### src/rtl/flaf_trig_sched.sv
// Trigonometric functional-link expansion sequencer: time-shares one sin unit to emit sin/cos(k*pi*x), k=1..P_ORDER.
// Optional FLAF_PASS_X_EN: also emits x itself (Q1.15, saturated) as term index 0 ahead of the trig terms.
module flaf_trig_sched #(
  parameter int P_ORDER = 4,
  parameter int SIN_LAT = 0
) (
  input  logic        clk,
  input  logic        reset,
  input  logic [15:0] x_in,
  input  logic        x_valid,
  output logic        x_ready,
  output logic [16:0] theta_o,
  input  logic [15:0] sin_i,
  output logic [15:0] term_o,
  output logic [4:0]  term_idx,
  output logic        term_last,
  output logic        term_valid,
  input  logic        term_ready,
  output logic        busy
);

  localparam logic [3:0] S_IDLE    = 4'd0;
  localparam logic [3:0] S_MUL     = 4'd1;
  localparam logic [3:0] S_ISSUE_S = 4'd2;
  localparam logic [3:0] S_WAIT_S  = 4'd3;
  localparam logic [3:0] S_OUT_S   = 4'd4;
  localparam logic [3:0] S_ISSUE_C = 4'd5;
  localparam logic [3:0] S_WAIT_C  = 4'd6;
  localparam logic [3:0] S_OUT_C   = 4'd7;
`ifdef FLAF_PASS_X_EN
  localparam logic [3:0] S_OUT_X   = 4'd8;
`endif

  localparam logic signed [17:0] PIB2 = 18'sh01922;
  localparam logic signed [17:0] PIM2 = 18'sh06487;
  localparam logic [7:0]         LAT_LAST = 8'(SIN_LAT);
  localparam logic [3:0]         K_LAST   = 4'(P_ORDER);

  logic [3:0]         state;
  logic signed [15:0] x_lat;
  logic signed [16:0] base;
  logic signed [16:0] acc;
  logic [3:0]         k;
  logic [7:0]         lat_cnt;

  // One correction step is enough: every sum is bounded by |acc| + PI < 2*PIM2.
  function automatic logic signed [17:0] wrap18(input logic signed [17:0] v);
    if (v >= PIM2)       wrap18 = v - PIM2;
    else if (v <= -PIM2) wrap18 = v + PIM2;
    else                 wrap18 = v;
  endfunction

  // |x| <= 1.0 keeps |x*PI| below 2^26, so a 29-bit product cannot overflow.
  logic signed [28:0] prod;
  logic signed [16:0] base_next;
  logic signed [17:0] cos_ang;
  logic signed [17:0] acc_next;
  logic               unused_bits;

  assign prod      = $signed({{13{x_lat[15]}}, x_lat}) * 29'sd12868;
  assign base_next = prod[28:12];
  assign cos_ang   = wrap18($signed({acc[16], acc}) + PIB2);
  assign acc_next  = wrap18($signed({acc[16], acc}) + $signed({base[16], base}));
  assign unused_bits = ^{prod[11:0], cos_ang[17], acc_next[17]};

`ifdef FLAF_PASS_X_EN
  logic signed [18:0] x_sh;
  logic [15:0]        x_sat;
  assign x_sh  = {x_lat, 3'b000};
  assign x_sat = (x_sh[18:15] == 4'b0000 || x_sh[18:15] == 4'b1111) ? x_sh[15:0]
               : (x_sh[18] ? 16'h8000 : 16'h7FFF);
`endif

  assign x_ready = (state == S_IDLE);
  assign busy    = (state != S_IDLE);

  // NOTE: all state below is registered with non-blocking assignments so every
  // branch sees the pre-edge values of acc/k/base regardless of statement order.
  always_ff @(posedge clk or negedge reset) begin
    if (!reset) begin
      state      <= S_IDLE;
      x_lat      <= '0;
      base       <= '0;
      acc        <= '0;
      k          <= '0;
      lat_cnt    <= '0;
      theta_o    <= '0;
      term_o     <= '0;
      term_idx   <= '0;
      term_last  <= 1'b0;
      term_valid <= 1'b0;
    end else begin
      case (state)
        S_IDLE: begin
          if (x_valid) begin
            x_lat <= x_in;
            state <= S_MUL;
          end
        end
        S_MUL: begin
          base <= base_next;
          acc  <= base_next;
          k    <= 4'd1;
`ifdef FLAF_PASS_X_EN
          term_o     <= x_sat;
          term_idx   <= 5'd0;
          term_last  <= 1'b0;
          term_valid <= 1'b1;
          state      <= S_OUT_X;
`else
          state <= S_ISSUE_S;
`endif
        end
`ifdef FLAF_PASS_X_EN
        S_OUT_X: begin
          if (term_ready) begin
            term_valid <= 1'b0;
            state      <= S_ISSUE_S;
          end
        end
`endif
        S_ISSUE_S: begin
          theta_o <= acc;
          lat_cnt <= '0;
          state   <= S_WAIT_S;
        end
        S_WAIT_S: begin
          if (lat_cnt == LAT_LAST) begin
            term_o     <= sin_i;
            term_idx   <= {k, 1'b0} - 5'd1;
            term_last  <= 1'b0;
            term_valid <= 1'b1;
            state      <= S_OUT_S;
          end else begin
            lat_cnt <= lat_cnt + 8'd1;
          end
        end
        S_OUT_S: begin
          if (term_ready) begin
            term_valid <= 1'b0;
            state      <= S_ISSUE_C;
          end
        end
        S_ISSUE_C: begin
          theta_o <= cos_ang[16:0];
          lat_cnt <= '0;
          state   <= S_WAIT_C;
        end
        S_WAIT_C: begin
          if (lat_cnt == LAT_LAST) begin
            term_o     <= sin_i;
            term_idx   <= {k, 1'b0};
            term_last  <= (k == K_LAST);
            term_valid <= 1'b1;
            state      <= S_OUT_C;
          end else begin
            lat_cnt <= lat_cnt + 8'd1;
          end
        end
        S_OUT_C: begin
          if (term_ready) begin
            term_valid <= 1'b0;
            if (k == K_LAST) begin
              state <= S_IDLE;
            end else begin
              acc   <= acc_next[16:0];
              k     <= k + 4'd1;
              state <= S_ISSUE_S;
            end
          end
        end
        default: state <= S_IDLE;
      endcase
    end
  end

endmodule

### config.mk
export PLATFORM = sky130hd
export DESIGN_NAME = flaf_trig_sched
export DESIGN_NICKNAME = d
export VERILOG_FILES = /design/src/rtl/flaf_trig_sched.sv
export SDC_FILE = /design/constraint.sdc
export NUM_CORES = 1
export LEC_CHECK = 0
export CAP_MARGIN = 30
export CORE_UTILIZATION = 55
export DETAILED_ROUTE_END_ITERATION = 6
export PLACE_DENSITY = 0.87
export SETUP_SLACK_MARGIN = 0.05
export SLEW_MARGIN = 20
export SYNTH_ARGS = -nofsm -noshare
export SYNTH_HDL_FRONTEND = slang
export SYNTH_SLANG_ARGS = --single-unit
### constraint.sdc
create_clock -name clk -period 4.8 [get_ports clk]
set_clock_uncertainty 0.05 [all_clocks]
set_input_delay 0.48 -clock clk [delete_from_list [all_inputs] [get_ports clk]]
set_output_delay 0.48 -clock clk [all_outputs]
set_load 0.05 [all_outputs]
# After elaboration in Yosys (flattened, before gate mapping)
# Index checks and enable logic that the tools add are counted.
# word_totals
regBits,106
out_inout_bits,42
elab_cells,89
# op_classes
add_sub_neg,9
mul,1
magnitude_cmp,4
eq_ne,17
muxes,29
reduce_logical,18
# ops
operator,n
two-way mux 17 bit,6
case mux 17 bit (2 select lines),2
">= comparator 18 x 16 -> 1 bit, second input constant",2
"less-or-equal comparator 18 x 16 -> 1 bit, second input constant",2
"adder 17 x 16 -> 17 bit, second input constant",2
"subtractor 17 x 16 -> 17 bit, second input constant",2
case mux 4 bit (8 select lines),1
two-way mux 4 bit,7
"multiplier 16 x 13 -> 27 bit, second input constant",1
"equality test 4 x 3 -> 1 bit, second input constant",5
"adder 17 x 14 -> 18 bit, second input constant",1
adder 17 x 17 -> 18 bit,1
case mux 8 bit (2 select lines),1
"!= test 2 bit, second input constant",7
two-way mux 5 bit,2
case mux 5 bit (2 select lines),1
nonzero test 2 bit,5
AND reduction 3 bit,3
"adder 8 x 1 -> 8 bit, second input constant",1
"equality test 4 x 2 -> 1 bit, second input constant",2
zero test 8 bit,1
two-way mux 8 bit,1
case mux 4 bit (2 select lines),1
AND reduction 2 bit,3
other kinds (11),18

# Logic depth before layout (Yosys ltp)
# Gate-level depths: netlist of the first run.
# logic_depth
word_depth,7
depth_mapped,19
depth_no_buf,19

# Worst setup path after synthesis of the first run
# Ideal clock, no wire load.
# synth_timing
path_type,register to register
startpoint,reg x_lat[1]
endpoint,reg acc[16]
t_arrival_ps,4672
required_ps,4624
path_slack_ps,-48
path_stages_with_launch,20
path_buffers,0
path_cell_list,dfrtp_1 > ha_1 > inv_1 > fa_1 > inv_1 > fa_1 > fa_1 > ha_1 > ha_1 > a21o_1 > a21oi_1 > o31ai_1 > o211ai_1 > a21boi_0 > o221a_2 > o21a_1 > nor2_1 > o21bai_1 > xnor2_1 > a221o_1
# synth_between
elab_chain_len,2
# synth_lines
element,line_no,source
from (decl),40,logic signed [15:0] x_lat;
from (signal assigned),96,x_lat <= x_in;
multiplier 16 x 13 -> 27 bit,60,"assign prod = $signed({{13{x_lat[15]}}, x_lat}) * 29'sd12868;"
case mux 17 bit (2 select lines),93,case (state)
to (signal assigned),102,acc <= base_next;
to (signal assigned),166,acc <= acc_next[16:0];
to (decl),42,logic signed [16:0] acc;
# No other way between the ends.
# A chain may end at the register's enable or synchronous reset.

# Final worst setup path of the first run
# layout_timing
startpoint,reg x_lat[2]
endpoint,reg acc[16]
# The elaborated chain is that of the path after synthesis.

==> reports/results.txt, run 1 <==
RePlAce Congestion: 0.9275
fin. max-slew vios: 0
Reg area: 2629 µm²
Layout area overhead: 15.65%
post-route ant nets: 0
slowest stage delay, CP: 0.57 ns
Synth area leaders: dfrtp_1 25%, ha_1 12%, fa_1 6.9%
CP max stage cell: fa_1
final setup vio count: 3
CP bufs+invs: 1
Final Hold Fails: 0
Critical Path RT: 5.00 ns
Final Cell Area: 12030 µm²
share of cells above drive strength 1: 13.40%
GRT Util Overall: 30.37%
Post-Syn Nets: 1320
failing checks: negative setup slack
Tcrit/Tclk final: 101.4%
Seq/Total Area, Yosys: 25.26%
cell at the root of the clock tree: clkbuf_16
largest net degree at the start of global routing: 62
Fill cells: 1381
I/O Buffers: 77
Initial Util: 56.94%
most common cell after layout, fill and taps aside: nand2_1
Mapped Cells: 1149
clk sinks: 105
Worst-path clk slew: 0.09 ns
startpoint types: register
crit end category: register
DP Area: 11470 µm²
DIE WIDTH: 139.5 µm
vias per cell: 6.532
initial antenna violation count: 0
vias in the first global route: 9519
row count: 49
nets: 1397
most used cell along the critical path: fa_1
clk buf depth: 2
vias: 9537
antenna cells: 0
Seq cells post-synth: 105
Total Routed Length: 29430 µm
worst path cell trace: buf_4 -> ha_1 -> fa_1 -> fa_1 -> fa_1 -> ha_4 -> ha_4 -> a21oi_2 -> o31ai_4 -> o211ai_1 -> a21boi_2 -> o221a_2 -> o21a_1 -> nor2_2 -> o21bai_1 -> xnor2_1 -> a221o_1
hpwl dp: 21060 µm
top_reg_cell synth: dfrtp_1
asr flop ratio synth: 100.0%
most frequent cells in the layout: 110 x nand2_1, 104 x dfrtp_1, 90 x ha_1, 85 x nor2_1, 76 x clkdlybuf4s50_1
wire per inst: 20.16 µm
Slew @ Worst Pin: 0.9445 ns
CP top delay family: adder cells
I/O Pins: 78
post-synth top area cell: dfrtp_1
WP data arrival: 5.06 ns
post-synth top area share: 25.26%
H-Tree Depth: 3
Syn Area/Cell: 9.054 µm²
Worst slew margin: 37.03%
synth unique cells: 100
Post-Syn Area: 10400 µm²
total congestion overflow: 0
Num CTS Buffers: 9
max-cap violations: 0
final critical-path required period: 4.867 ns
DRC viols: 0
Crit Path Class: register to register
Post-synth EDFFs: 0
fin worst setup slack: -0.06660 ns
CTS tree: built
drt pass-1 iters: 6
Max FO, Critical Path: 3
unrepaired setup endpoints after global routing: true
clk_lat worst skew: 0.36 ns
status: finished, violations left
first-pass GRT wire length: 47790 µm
highest clock rate: 205.5 MHz
YS warnings: 0
DIE HEIGHT: 139.5 µm
initial DRC count: 915
area of the die: 19470 µm²
worst min path class: primary input to asynchronous set/reset pin
Core ar.: 18270 µm²
Multi-input gate area: 7541 µm²
## final timing paths
| kind | start | end | slack (ns) | cells past startpoint |
|---|---|---|---|---|
| worst min register to register | term_idx[1] | term_idx[1] | 0.44 | 2 |
| worst max-delay path | x_lat[2] | acc[16] | -0.07 | 17 |
| worst max register to register | x_lat[2] | acc[16] | -0.07 | 17 |
| worst min-delay path | reset | theta_o[6] | 0.16 | 1 |
| max in group asynchronous | reset | x_lat[5] | 3.41 | 2 |
| min in group clk | term_idx[1] | term_idx[1] | 0.44 | 2 |
## synthesized netlist by cell type, types with 5 or more instances
master,instances
and3_1,8
or2_2,8
xnor2_1,50
o31ai_1,12
nand4_1,9
nor2_1,88
a31oi_1,15
mux2i_1,16
mux2_2,34
buf_2,11
nor3b_1,5
inv_1,54
o221ai_1,7
or3_1,7
nand2_1,110
ha_1,99
o22ai_1,9
dfrtp_1,105
a21oi_1,51
clkbuf_1,32
o31a_1,6
o211ai_1,18
a22oi_1,9
fa_1,36
a21o_1,17
o21ai_0,76
o21ai_1,5
nand2b_1,10
nor2b_1,9
o21a_1,13
nor3_1,21
a31o_2,5
xor2_1,34
and2_1,9
nand3_1,27
## layer usage
layer	track usage [%]	wire, µm	vias to the layer above	share of wire, %
met3	4.680	2024	97	6.9
met2	51.41	14440	478	49
li1	-	-	4321	-
met1	38.87	11990	4641	41
met4	12.11	977	0	3.3
met5	0	0	-	0
## sequential cells by signal, summed over array words and instances, names as in the netlist
| name | flops |
|---|---|
| lat_cnt | 8 |
| term_valid | 1 |
| term_idx | 5 |
| state | 3 |
| term_o | 16 |
| theta_o | 17 |
| acc | 17 |
| term_last | 1 |
| k | 4 |
| base | 17 |
| x_lat | 16 |
## timing repair
action / 4_1_cts / 5_1_grt
gates cloned: 0 / 0
pin swaps: 7 / 13
endpoints found under the setup margin: 4 / 10
hold endpoints to repair: 0 / 0
hold buffers: 0 / 0
resized for setup: 9 / 24
buffers inserted: 3 / 6
## final cells by class
cell class | count | share of cell area, %
Inverter | 54 | 1.685
Tap cell | 229 | 2.382
Multi-Input combinational cell | 941 | 62.68
Timing Repair Buffer | 115 | 8.851
Clock buffer | 9 | 1.872
Clock inverter | 7 | 0.6760
Sequential cell | 105 | 21.85
## metrics by stage
step | TNS, ns | setup WS [ns] | hold slack [ns] | instances | util [%]
6_report | -0.1123 | -0.06660 | 0.1616 | 1460 | 65.85
5_1_grt | -0.7166 | -0.1964 | 0.2261 | 1460 | 65.85
4_1_cts | 0 | 0.06535 | 0.1941 | 1455 | 65.07
3_5_place_dp | -0.08578 | -0.05882 | 0.4205 | 1436 | 62.79
3_3_place_gp | 0 | 0.04389 | 0.4132 | 1436 | 62.79
2_1_floorplan | 0 | 0.05102 | 0.1344 | 1149 | -
## logic make-up after synthesis
kind of cell               Yosys count  share of synthesized area, %
AOI/OAI and AO/OA                  328                         23.29
muxes                               51                         5.328
buffers and inverters              103                         4.174
adders and majority gates          136                         18.93
and+or+nand+nor                    341                         15.79
xor gates and xnor gates            85                         7.229
DFF                                105                         25.26
Power of run 1 is not shown: default switching activity piles up to over one toggle a cycle in this logic, so the estimate is an artifact.
==> inputs of run 2 (changes only) <==
--- a/config.mk
+++ b/config.mk
@@ -7,6 +7,7 @@
 export LEC_CHECK = 0
 export CAP_MARGIN = 30
 export CORE_UTILIZATION = 55
+export CTS_BUF_LIST = sky130_fd_sc_hd__clkbuf_4 sky130_fd_sc_hd__clkbuf_8 sky130_fd_sc_hd__clkbuf_16
 export DETAILED_ROUTE_END_ITERATION = 6
 export PLACE_DENSITY = 0.87
 export SETUP_SLACK_MARGIN = 0.05
==> results of run 2 <==
The final DEF is identical to that of run 1; final timing and power are the same.
Power of run 2 is left out for the same reason.
